**src/rtl/cpu_ifetch_if.sv**
```systemverilog
// Instruction memory request/response bus between the fetch stage and the I-side memory.
// In-order responses; a request is accepted when imem_req and imem_gnt are both high.
interface cpu_ifetch_if;
    logic        imem_req;
    logic [31:0] imem_addr;
    logic        imem_gnt;
    logic        imem_rvalid;
    logic [31:0] imem_rdata;

    modport master (
        output imem_req,
        output imem_addr,
        input  imem_gnt,
        input  imem_rvalid,
        input  imem_rdata
    );

    modport slave (
        input  imem_req,
        input  imem_addr,
        output imem_gnt,
        output imem_rvalid,
        output imem_rdata
    );
endinterface

```
**src/rtl/cpu_ifetch.sv**
```systemverilog
// Falcon P1 fetch stage: sequential PC generation, in-order imem requests, a small
// reservation queue feeding decode, and redirect with discard of wrong-path responses.
module cpu_ifetch #(
    parameter logic [31:0] RESET_PC    = 32'hFFFF_0000,
    parameter int unsigned QUEUE_DEPTH = 2
) (
    input  logic                clock,
    input  logic                reset,
    input  logic                stall,
    input  logic                p2_bubble,
    input  logic                p3_jump_taken,
    input  logic [31:0]         p3_jump_target,
    cpu_ifetch_if.master        imem,
    output logic [31:0]         p2_instr,
    output logic [31:0]         p2_pc,
    output logic                p2_instr_valid
);
    localparam int unsigned PW = $clog2(QUEUE_DEPTH);
    localparam int unsigned CW = PW + 1;
    localparam logic [CW-1:0] DEPTH_C = CW'(QUEUE_DEPTH);
    localparam logic [CW-1:0] CNT_ONE = CW'(1);
    localparam logic [PW-1:0] PTR_ONE = PW'(1);

    logic [31:0]          pc_q, pc_d;
    logic [PW-1:0]        head_q, head_d;
    logic [PW-1:0]        tail_q, tail_d;
    logic [CW-1:0]        count_q, count_d;
    logic [CW-1:0]        unfilled_q, unfilled_d;
    logic [CW-1:0]        drop_q, drop_d;

    logic [31:0]          ent_pc_q     [QUEUE_DEPTH];
    logic [31:0]          ent_instr_q  [QUEUE_DEPTH];
    logic [QUEUE_DEPTH-1:0] ent_filled_q;

    logic                 redirect;
    logic [CW-1:0]        occupancy;
    logic [CW-1:0]        pending;
    logic                 req;
    logic                 issue;
    logic                 head_valid;
    logic                 pop;
    logic                 fill;
    logic                 drop_rsp;
    logic [PW-1:0]        fill_idx;

    assign redirect   = p3_jump_taken && !stall;
    // Entries in the queue plus responses still owed to a discarded path share the budget.
    assign occupancy  = count_q + drop_q;
    assign req        = !reset && !redirect && (occupancy < DEPTH_C);
    assign issue      = req && imem.imem_gnt;
    assign head_valid = (count_q != '0) && ent_filled_q[head_q];
    assign pop        = head_valid && !stall && !p2_bubble && !redirect;
    assign drop_rsp   = imem.imem_rvalid && (drop_q != '0);
    assign fill       = imem.imem_rvalid && (drop_q == '0) && (unfilled_q != '0);
    // Unfilled entries are always the youngest ones, so the oldest sits unfilled_q behind the tail.
    assign fill_idx   = tail_q - unfilled_q[PW-1:0];

    always_comb begin
        pc_d       = pc_q;
        head_d     = head_q;
        tail_d     = tail_q;
        count_d    = count_q;
        unfilled_d = unfilled_q;
        drop_d     = drop_q;
        pending    = '0;
        if (redirect) begin
            pc_d       = p3_jump_target & 32'hFFFF_FFFC;
            head_d     = '0;
            tail_d     = '0;
            count_d    = '0;
            unfilled_d = '0;
            pending    = unfilled_q + drop_q;
            if (imem.imem_rvalid && (pending != '0)) begin
                pending = pending - CNT_ONE;
            end
            drop_d = pending;
        end else begin
            if (issue) begin
                pc_d   = pc_q + 32'd4;
                tail_d = tail_q + PTR_ONE;
            end
            if (pop) begin
                head_d = head_q + PTR_ONE;
            end
            if (drop_rsp) begin
                drop_d = drop_q - CNT_ONE;
            end
            count_d    = count_q + CW'(issue) - CW'(pop);
            unfilled_d = unfilled_q + CW'(issue) - CW'(fill);
        end
    end

    always_ff @(posedge clock) begin
        if (reset) begin
            pc_q         <= RESET_PC;
            head_q       <= '0;
            tail_q       <= '0;
            count_q      <= '0;
            unfilled_q   <= '0;
            drop_q       <= '0;
            ent_filled_q <= '0;
            for (int i = 0; i < int'(QUEUE_DEPTH); i++) begin
                ent_pc_q[i]    <= '0;
                ent_instr_q[i] <= '0;
            end
        end else begin
            pc_q       <= pc_d;
            head_q     <= head_d;
            tail_q     <= tail_d;
            count_q    <= count_d;
            unfilled_q <= unfilled_d;
            drop_q     <= drop_d;
            if (redirect) begin
                ent_filled_q <= '0;
            end else begin
                if (issue) begin
                    ent_pc_q[tail_q]     <= pc_q;
                    ent_filled_q[tail_q] <= 1'b0;
                end
                if (fill) begin
                    ent_instr_q[fill_idx]  <= imem.imem_rdata;
                    ent_filled_q[fill_idx] <= 1'b1;
                end
            end
        end
    end

    assign imem.imem_req  = req;
    assign imem.imem_addr = pc_q;

    assign p2_instr_valid = !reset && head_valid;
    assign p2_instr       = reset ? 32'h0 : ent_instr_q[head_q];
    assign p2_pc          = reset ? 32'h0 : ent_pc_q[head_q];

    // A response with nothing waiting for it and nothing owed means the memory broke ordering.
    a_no_orphan_rsp: assert property (@(posedge clock) disable iff (reset)
        !(imem.imem_rvalid && (drop_q == '0) && (unfilled_q == '0)));
endmodule
```
**src/flat_wrapper.sv**
```systemverilog
// flat-port wrapper written by rule: the top's interface ports become plain ports
module cpu_ifetch_flat 
#(
    parameter logic [31:0] RESET_PC    = 32'hFFFF_0000,
    parameter int unsigned QUEUE_DEPTH = 2
)
  (clock, reset, stall, p2_bubble, p3_jump_taken, p3_jump_target, p2_instr, p2_pc, p2_instr_valid, imem_imem_req, imem_imem_addr, imem_imem_gnt, imem_imem_rvalid, imem_imem_rdata);
  cpu_ifetch_if imem_i ();
  input  logic clock;
  input  logic reset;
  input  logic stall;
  input  logic p2_bubble;
  input  logic p3_jump_taken;
  input  logic [31:0] p3_jump_target;
  output logic [31:0] p2_instr;
  output logic [31:0] p2_pc;
  output logic p2_instr_valid;
  output wire logic [$bits(imem_i.imem_req)-1:0] imem_imem_req;
  output wire logic [$bits(imem_i.imem_addr)-1:0] imem_imem_addr;
  input wire logic [$bits(imem_i.imem_gnt)-1:0] imem_imem_gnt;
  input wire logic [$bits(imem_i.imem_rvalid)-1:0] imem_imem_rvalid;
  input wire logic [$bits(imem_i.imem_rdata)-1:0] imem_imem_rdata;
  assign imem_imem_req = imem_i.imem_req;
  assign imem_imem_addr = imem_i.imem_addr;
  assign imem_i.imem_gnt = imem_imem_gnt;
  assign imem_i.imem_rvalid = imem_imem_rvalid;
  assign imem_i.imem_rdata = imem_imem_rdata;
  cpu_ifetch #(.RESET_PC(RESET_PC), .QUEUE_DEPTH(QUEUE_DEPTH)) u_core (.clock(clock), .reset(reset), .stall(stall), .p2_bubble(p2_bubble), .p3_jump_taken(p3_jump_taken), .p3_jump_target(p3_jump_target), .imem(imem_i), .p2_instr(p2_instr), .p2_pc(p2_pc), .p2_instr_valid(p2_instr_valid));
endmodule
```
**config.mk**
```make
export PLATFORM = sky130hd
export DESIGN_NAME = cpu_ifetch_flat
export DESIGN_NICKNAME = d
export VERILOG_FILES = /design/src/rtl/cpu_ifetch_if.sv /design/src/rtl/cpu_ifetch.sv /design/src/flat_wrapper.sv
export SDC_FILE = /design/constraint.sdc
export NUM_CORES = 1
export LEC_CHECK = 0
export ABC_AREA = 1
export BUFFER_PORTS_ARGS = -buffer_cell sky130_fd_sc_hd__buf_4
export CAP_MARGIN = 20
export CORE_MARGIN = 3
export CORE_UTILIZATION = 62
export CTS_BUF_LIST = sky130_fd_sc_hd__clkbuf_8
export CTS_CLUSTER_SIZE = 28
export DETAILED_ROUTE_END_ITERATION = 8
export PLACE_DENSITY = 0.89
export SLEW_MARGIN = 40
export SYNTH_ARGS = -nofsm -noshare
export SYNTH_HDL_FRONTEND = slang
export SYNTH_SLANG_ARGS = --single-unit
```
**constraint.sdc**
```tcl
create_clock -name clock -period 6.38 [get_ports clock]
set_clock_uncertainty 0.2 [all_clocks]
set_input_delay 1.276 -clock clock [delete_from_list [all_inputs] [get_ports clock]]
set_output_delay 1.276 -clock clock [all_outputs]
set_load 0.02 [all_outputs]
```
==> results of run 1 <==
[per-stage QoR]
step | utilization | setup WS [ps] | instances
2_1_floorplan | - | 2660 | 1051
3_3_place_gp | 0.748 | 2020 | 1346
3_5_place_dp | 0.749 | 2030 | 1346
4_1_cts | 0.776 | 1970 | 1377
5_1_grt | 0.776 | 1850 | 1377
6_report | 0.776 | 1940 | 1377
[state kept, by name (all words and copies together), names as in the netlist, named ones only]
name                   count
u_core.count_q             2
u_core.drop_q              2
u_core.ent_filled_q        2
u_core.ent_instr_q        64
u_core.ent_pc_q           60
u_core.head_q              1
u_core.imem.imem_addr     30
u_core.tail_q              1
u_core.unfilled_q          2
[cells in the mapped netlist, types with 5 or more instances]
master / number
nand2_1: 181
o21ai_0: 95
nor2_1: 316
buf_4: 5
inv_1: 104
or2_2: 5
nand3_1: 56
edfxtp_1: 124
clkbuf_1: 34
nor2_2: 30
buf_2: 9
dfxtp_1: 41
a21oi_1: 8
ha_1: 8
[layer usage]
metal  share of wire  up-vias
li1                -     3610
met3           0.095       64
met5               0        -
met4           0.033        0
met2            0.48      392
met1            0.39     3431
[area by class of cell]
cell class / count / area (um^2) / area share
clock buffers: 17 / 234 / 0.0233
clock inverters: 14 / 123 / 0.0122
multi-input cells: 726 / 3200 / 0.319
well taps: 172 / 215 / 0.0214
inverters: 108 / 408 / 0.0406
repair buffers: 175 / 1310 / 0.131
flip-flops and latches: 165 / 4550 / 0.453
[kinds of logic (layout without fill, tap and decap cells)]
kind of cell,after synthesis,in the layout,synth area share
AOI/OAI and AO/OA,106,106,0.0640
xor gates and xnor gates,8,8,0.00836
adders and majority gates,8,8,0.0119
buffers and inverters,160,314,0.0779
DFF,165,165,0.542
other,1,4,0.000447
and+or+nand+nor,600,600,0.295
[how the worst max path moves through the flow]
stage | from | to | slack [ps] | depth (start not counted)
4_1_cts | reset | p2_instr[3] | 1970 | 6
3_5_place_dp | reset | p2_instr[21] | 2030 | 6
2_1_floorplan | reset | p2_instr[0] | 2660 | 5
3_3_place_gp | reset | p2_instr[24] | 2020 | 6
6_report | reset | p2_instr[3] | 1940 | 6
5_1_grt | reset | p2_instr[30] | 1850 | 6
[cell usage in the layout (no fill, tap or decap), drive strengths merged]
cell | netlist | layout
ha | 8 | 8
dfxtp | 41 | 41
nor2 | 348 | 348
and2 | 1 | 1
edfxtp | 124 | 124
nand4 | 2 | 2
xor2 | 4 | 4
nand3 | 56 | 56
nand2 | 181 | 181
buf | 18 | 175
o21ai | 95 | 95
a31oi | 1 | 1
nand3b | 2 | 2
clkbuf | 34 | 17
nor4 | 1 | 1
nor3 | 3 | 3
conb | 1 | 4
xnor2 | 4 | 4
clkinv | 0 | 5
o211ai | 2 | 2
clkinvlp | 0 | 4
inv | 108 | 111
or2 | 6 | 6
a21oi | 8 | 8
bufinv | 0 | 2
[report_power, final]
group / total [uW] / switching (uW) / internal [uW]
clock: 695 / 360 / 334
combinational: 386 / 244 / 142
sequential: 1260 / 42.6 / 1220
[worst min-delay path, stage by stage, from the launching register on]
cell and delay [ps]:
dfxtp_1 330, nand3_1 80, nand2_1 50
==> out/results.md, run 1 <==
| Item | Value |
|---|---|
| Ranking of synthesized cells by area | edfxtp_1 (44%), nor2_1 (14%), dfxtp_1 (9.8%), nand2_1 (8.1%), o21ai_0 (5.7%) |
| Post-route DRC | 0 |
| Cell taking the most area after synthesis | edfxtp_1 |
| Cell with the biggest individual delay on the critical path | inv_2 |
| Skew-Pair Late Insertion Delay | 450 ps |
| Std cell rows | 41 |
| Global router's overall resource usage | 0.288 |
| Worst IR drop on VDD | 0.000175 V |
| Critical path type | in -> out |
| Sink of the worst hold path | u_core.ent_filled_q[0] |
| Hold violation total from the final report | 0 |
| Post-CTS setup buffer count | 0 |
| Total clock sinks | 165 |
| HP Start | u_core.ent_filled_q[0] |
| Sum of routed wire length over all layers | 21.3 mm |
| Total of flip-flops plus latches after synthesis | 165 |
| Met1 Resource Use GR | 0.368 |
| Count of warnings emitted by yosys | 0 |
| Transition time at the pin with the least slew margin | 741 ps |
| Remaining number of nets flagged by the antenna check after routing | 0 |
| Ys async rst share | 0 |
| Count of maximum capacitance violations | 0 |
| Initial Util | 0.648 |
| Crit end category | primary output |
| R2R setup slack | 3510 ps |
| Share of Yosys cell area claimed by the top area cell type | 0.444 |
| Half-perimeter wire length after detailed placement | 14.0 mm |
| Endpoints failing setup | 0 |
| Endpoint required time on the critical path | 4900 ps |
| Layout cells sized above 1 | 0.203 |
| Post-route cell area | 10000 um^2 |
| LEAKAGE | 0.00489 uW |
| Antenna violations before repair | 0 |
| Starting DRC count in detailed routing | 740 |
| Number of enable flip-flop cells after synthesis | 124 |
| Vias per Instance | 5.44 |
| Buffers on Ports | 162 |
| Min Clock Period, post-route | 4440 ps |
| GP Congestion | 0.882 |
| Register area share after synthesis | 0.542 |
| Mean instance size in the synthesized netlist | 8.00 um^2 |
| Setup repair after global routing missed its margin | no |
| Most used routing layer in global routing | met2 |
| Number of iterations in the first detailed-routing pass | 5 |
| Critical Path, Cell by Cell | buf_4, inv_2, buf_4, o21ai_0, nor2_1, buf_4 |
| Standard cell core area | 12900 um^2 |
| Hold Crit Class | reg -> reg |
| Number of fillers in the final layout | 877 |
| Reg-to-reg critical path endpoint | u_core.ent_pc_q[1][16] |
| Critical path startpoint category | primary input |
| Slew Limit Headroom | 0.505 |
| Count of buffer and inverter cells on the critical path | 4 |
| Vias in the first global route | 6909 |
| Cell depth of the worst flop-to-flop path | 8 |
| Master cell of the clock root buffer | clkbuf_8 |
| Largest stage delay on the critical path | 530 ps |
| Synthesis-to-finish area growth | 19.8% |
| Ys flop type | edfxtp_1 |
| Top delay family on crit path | buffers and inverters |
| Achievable clock frequency | 225 MHz |
| Routed via count | 7497 |
| Data arrival time of the critical path | 2960 ps |
| Area enclosed by the die boundary | 14900 um^2 |
| Worst Hold Depth | 2 |
| Final slew viol count | 0 |
| Launch point of the worst reg-to-reg path | u_core.drop_q[0] |
| Mean routed wirelength per cell | 15.5 um |
| Global-route wire length before repair | 33.1 mm |
| Number of nets in the final layout | 1272 |
| Total placed instance area | 9680 um^2 |
| Maximum clock path buffer count | 2 |
| DIE HEIGHT | 122 um |
| N_diodes | 0 |
| Synthesized netlist cell count | 1048 |
| Outcome | finished, final reports clean |
| Setup tns final | 0 ps |
| TritonCTS clock tree | built |
| Power per cell area | 233 nW/um^2 |
| H-tree depth reported by CTS | 4 |
| Worst hold slack after final layout | 296 ps |
| Area of the mapped netlist | 8380 um^2 |
| Count of instances resized after the clock tree is built | 0 |
| Hold buffer count at cts | 0 |
| CTS buffer count | 17 |
| Largest fanout on the critical path | 45 |
| I/O pin count | 169 |
| Critical Path Most Common Cell | buf_4 |
| GR Util met3 | 0.0618 |
| Pin count of the biggest net entering global routing | 63 |
| Share of the clock period used by the worst path | 0.696 |
| Tot Pwr | 2340 uW |
| Global Route met2 Usage | 0.477 |
| Library cells used by synthesis | 31 |
| Chip Width | 122 um |
| GRT Residual Overflow | 0 |
| Post-CTS clock slew at the launch and capture registers of the worst setup and hold paths | 80 ps |
No activity file was read; power rests on OpenSTA's default activity.
==> inputs of run 2 (changes only) <==
--- a/config.mk
+++ b/config.mk
@@ -5,15 +5,15 @@
 export SDC_FILE = /design/constraint.sdc
 export NUM_CORES = 1
 export LEC_CHECK = 0
-export ABC_AREA = 1
+export ABC_AREA = 0
 export BUFFER_PORTS_ARGS = -buffer_cell sky130_fd_sc_hd__buf_4
 export CAP_MARGIN = 20
 export CORE_MARGIN = 3
-export CORE_UTILIZATION = 62
+export CORE_UTILIZATION = 51
 export CTS_BUF_LIST = sky130_fd_sc_hd__clkbuf_8
 export CTS_CLUSTER_SIZE = 28
 export DETAILED_ROUTE_END_ITERATION = 8
-export PLACE_DENSITY = 0.89
+export PLACE_DENSITY = 0.78
 export SLEW_MARGIN = 40
 export SYNTH_ARGS = -nofsm -noshare
 export SYNTH_HDL_FRONTEND = slang
==> constraint.sdc (replaced) <==
create_clock -name clock -period 4 [get_ports clock]
set_clock_uncertainty 0.2 [all_clocks]
set_input_delay 0.8 -clock clock [delete_from_list [all_inputs] [get_ports clock]]
set_output_delay 0.8 -clock clock [all_outputs]
set_load 0.02 [all_outputs]
==> out/results.md, run 2 <==
| Item | Value |
|---|---|
| Cell depth of the worst flop-to-flop path | 5 |
| Top-count cell post-synth | and2_1 |
| Maximum clock path buffer count | 2 |
| Mean instance size in the synthesized netlist | 11.4 um^2 |
| Most common cell after layout, fill and taps aside | buf_4 |
| Starting DRC count in detailed routing | 309 |
| Post-CTS setup buffer count | 0 |
| Number of iterations in the first detailed-routing pass | 5 |
| Synthesis-to-finish area growth | 22.8% |
| GP Congestion | 0.835 |
| Hold buffer count at cts | 0 |
| Skew-Pair Late Insertion Delay | 450 ps |
| Min Clock Period, post-route | 3050 ps |
| I/O pin count | 169 |
| Area of the mapped netlist | 7820 um^2 |
| Count of instances resized after the clock tree is built | 0 |
| Setup repair after global routing missed its margin | no |
| Final std cells w/o fill | 1032 |
| Area enclosed by the die boundary | 16900 um^2 |
| Share of the clock period used by the worst path | 0.763 |
| Remaining number of nets flagged by the antenna check after routing | 0 |
| Top reg by flops | u_core.ent_instr_q |
| Placed instance count | 1000 |
| Total placed instance area | 9200 um^2 |
| Worst Hold Depth | 2 |
| Area occupied by registers | 4550 um^2 |
| TritonCTS clock tree | built |
| Half-perimeter wire length after detailed placement | 12.3 mm |
| Achievable clock frequency | 328 MHz |
| Synthesized netlist cell count | 685 |
| Power per cell area | 392 nW/um^2 |
| Count of warnings emitted by yosys | 0 |
| Ys async rst share | 0 |
| Number of fillers in the final layout | 1168 |
| Count of maximum capacitance violations | 0 |
| Global router's overall resource usage | 0.216 |
| Library cells used by synthesis | 50 |
| Multi-input gate area | 3080 um^2 |
| Most frequent cells after synthesis | and2_1 (125), edfxtp_1 (124), nor2_1 (101) |
| Outcome | finished, final reports clean |
| Slew Limit Headroom | 0.485 |
| Sum of routed wire length over all layers | 18.2 mm |
| Pin count of the biggest net entering global routing | 58 |
| Worst IR drop on VDD | 0.000258 V |
| Total clock sinks | 165 |
| Share of Yosys cell area claimed by the top area cell type | 0.476 |
| DIE HEIGHT | 130 um |
| Std cell rows | 44 |
| Register area share after synthesis | 0.581 |
| Commonest non-fill, non-tap cells in the layout | buf_4 (171), and2_1 (125), edfxtp_1 (124) |
| Endpoint required time on the critical path | 3000 ps |
| Vias per Instance | 5.48 |
| Setup tns final | 0 ps |
| Total of flip-flops plus latches after synthesis | 165 |
| Final slew viol count | 0 |
| Critical path type | in -> out |
| H-tree depth reported by CTS | 4 |
| Buffers on Ports | 162 |
| Routed via count | 5659 |
| LEAKAGE | 0.00382 uW |
| Master cell of the clock root buffer | clkbuf_8 |
| Critical path startpoint category | primary input |
| Hold Crit Class | reg -> reg |
| Ys flop type | edfxtp_1 |
| Standard cell core area | 14800 um^2 |
| Vias in the first global route | 5845 |
| Number of enable flip-flop cells after synthesis | 124 |
| Post-route DRC | 0 |
| Data arrival time of the critical path | 2050 ps |
| Cell taking the most area after synthesis | edfxtp_1 |
| Ranking of synthesized cells by area | edfxtp_1 (48%), dfxtp_1 (10%), and2_1 (10%), mux2i_1 (8.2%), nor2_1 (4.8%) |
| Mean routed wirelength per cell | 17.6 um |
| Layout cells sized above 1 | 0.255 |
| Largest fanout on the critical path | 57 |
| Number of nets in the final layout | 914 |
| Hold violation total from the final report | 0 |
| CTS buffer count | 17 |
| Crit end category | primary output |
| Initial Util | 0.530 |
| GRT Residual Overflow | 0 |
| Number of flip-flops in the largest register | 64 |
| Post-route cell area | 9600 um^2 |
| Chip Width | 130 um |
| Global-route wire length before repair | 28.2 mm |
| N_diodes | 0 |
| Antenna violations before repair | 0 |
| Post-CTS clock slew at the launch and capture registers of the worst setup and hold paths | 80 ps |
| Endpoints failing setup | 0 |
| Transition time at the pin with the least slew margin | 772 ps |
run 2: changes by cell type after synthesis, sizes merged, moves of 7 or more:
cell / before / now
nor2: 348 / 101
nand2: 181 / 15
and2: 1 / 125
inv: 108 / 11
o21ai: 95 / 8
mux2i: 0 / 64
nand3: 56 / 9
xnor2: 4 / 18
a211oi: 0 / 12
xor2: 4 / 14
nand4: 2 / 11
or3: 0 / 9
a31oi: 1 / 8
buf: 18 / 11
run 2: per-layer routing:
metal	wire (um)	track usage	vias to the layer above
li1	-	-	2690
met3	1160	0.0422	27
met2	9210	0.371	226
met4	381	0.0929	0
met5	0	0	-
met1	7420	0.267	2716
run 2: cells by family (layout without fill, tap and decap cells):
family                   count (synthesis)  count (layout)  synth area share
other                                    1               4          0.000480
flip-flops                             165             165             0.581
multiplexers                            65              65            0.0834
adder cells (fa/ha/maj)                  8               8            0.0128
AO/OA/AOI/OAI                           48              48            0.0405
buffers and inverters                   55             215            0.0285
AND/OR/NAND/NOR                        311             311             0.216
XOR/XNOR                                32              32            0.0368
run 2: path summary, 6_finish.rpt:
path	startpoint	to	slack [ps]
worst max register to register	u_core.imem.imem_addr[2]	u_core.imem.imem_addr[28]	1350
worst min-delay path	u_core.ent_filled_q[1]	u_core.ent_filled_q[1]	280
worst min register to register	u_core.ent_filled_q[1]	u_core.ent_filled_q[1]	280
worst max-delay path	reset	p2_pc[15]	950
run 2: stage by stage:
stage	setup WS [ps]	hold WS (ps)	utilization	power (uW)
2_1_floorplan	1150	227	-	2380
3_3_place_gp	822	252	0.623	2590
3_5_place_dp	787	267	0.623	2620
4_1_cts	900	277	0.650	3780
5_1_grt	825	300	0.651	3900
6_report	949	276	0.651	3760
run 2: area by class of cell:
type | instances | area share
inverter | 11 | 0.00430
tap | 184 | 0.0240
sequential | 165 | 0.474
clock inverter | 11 | 0.0113
clock buffer | 21 | 0.0301
timing repair buffer | 172 | 0.136
multi-input combinational | 468 | 0.321
run 2: critical path, stage by stage:
cell and delay, ps:
buf_4 500, buf_4 440, nor2_1 120, buf_4 170
run 2: where the power goes:
part	leakage [uW]	internal, uW	switching (uW)
sequential	0.00162	1960	76.9
combinational	0.00199	235	318
clock	0.000204	611	566
total	0.00382	2800	960
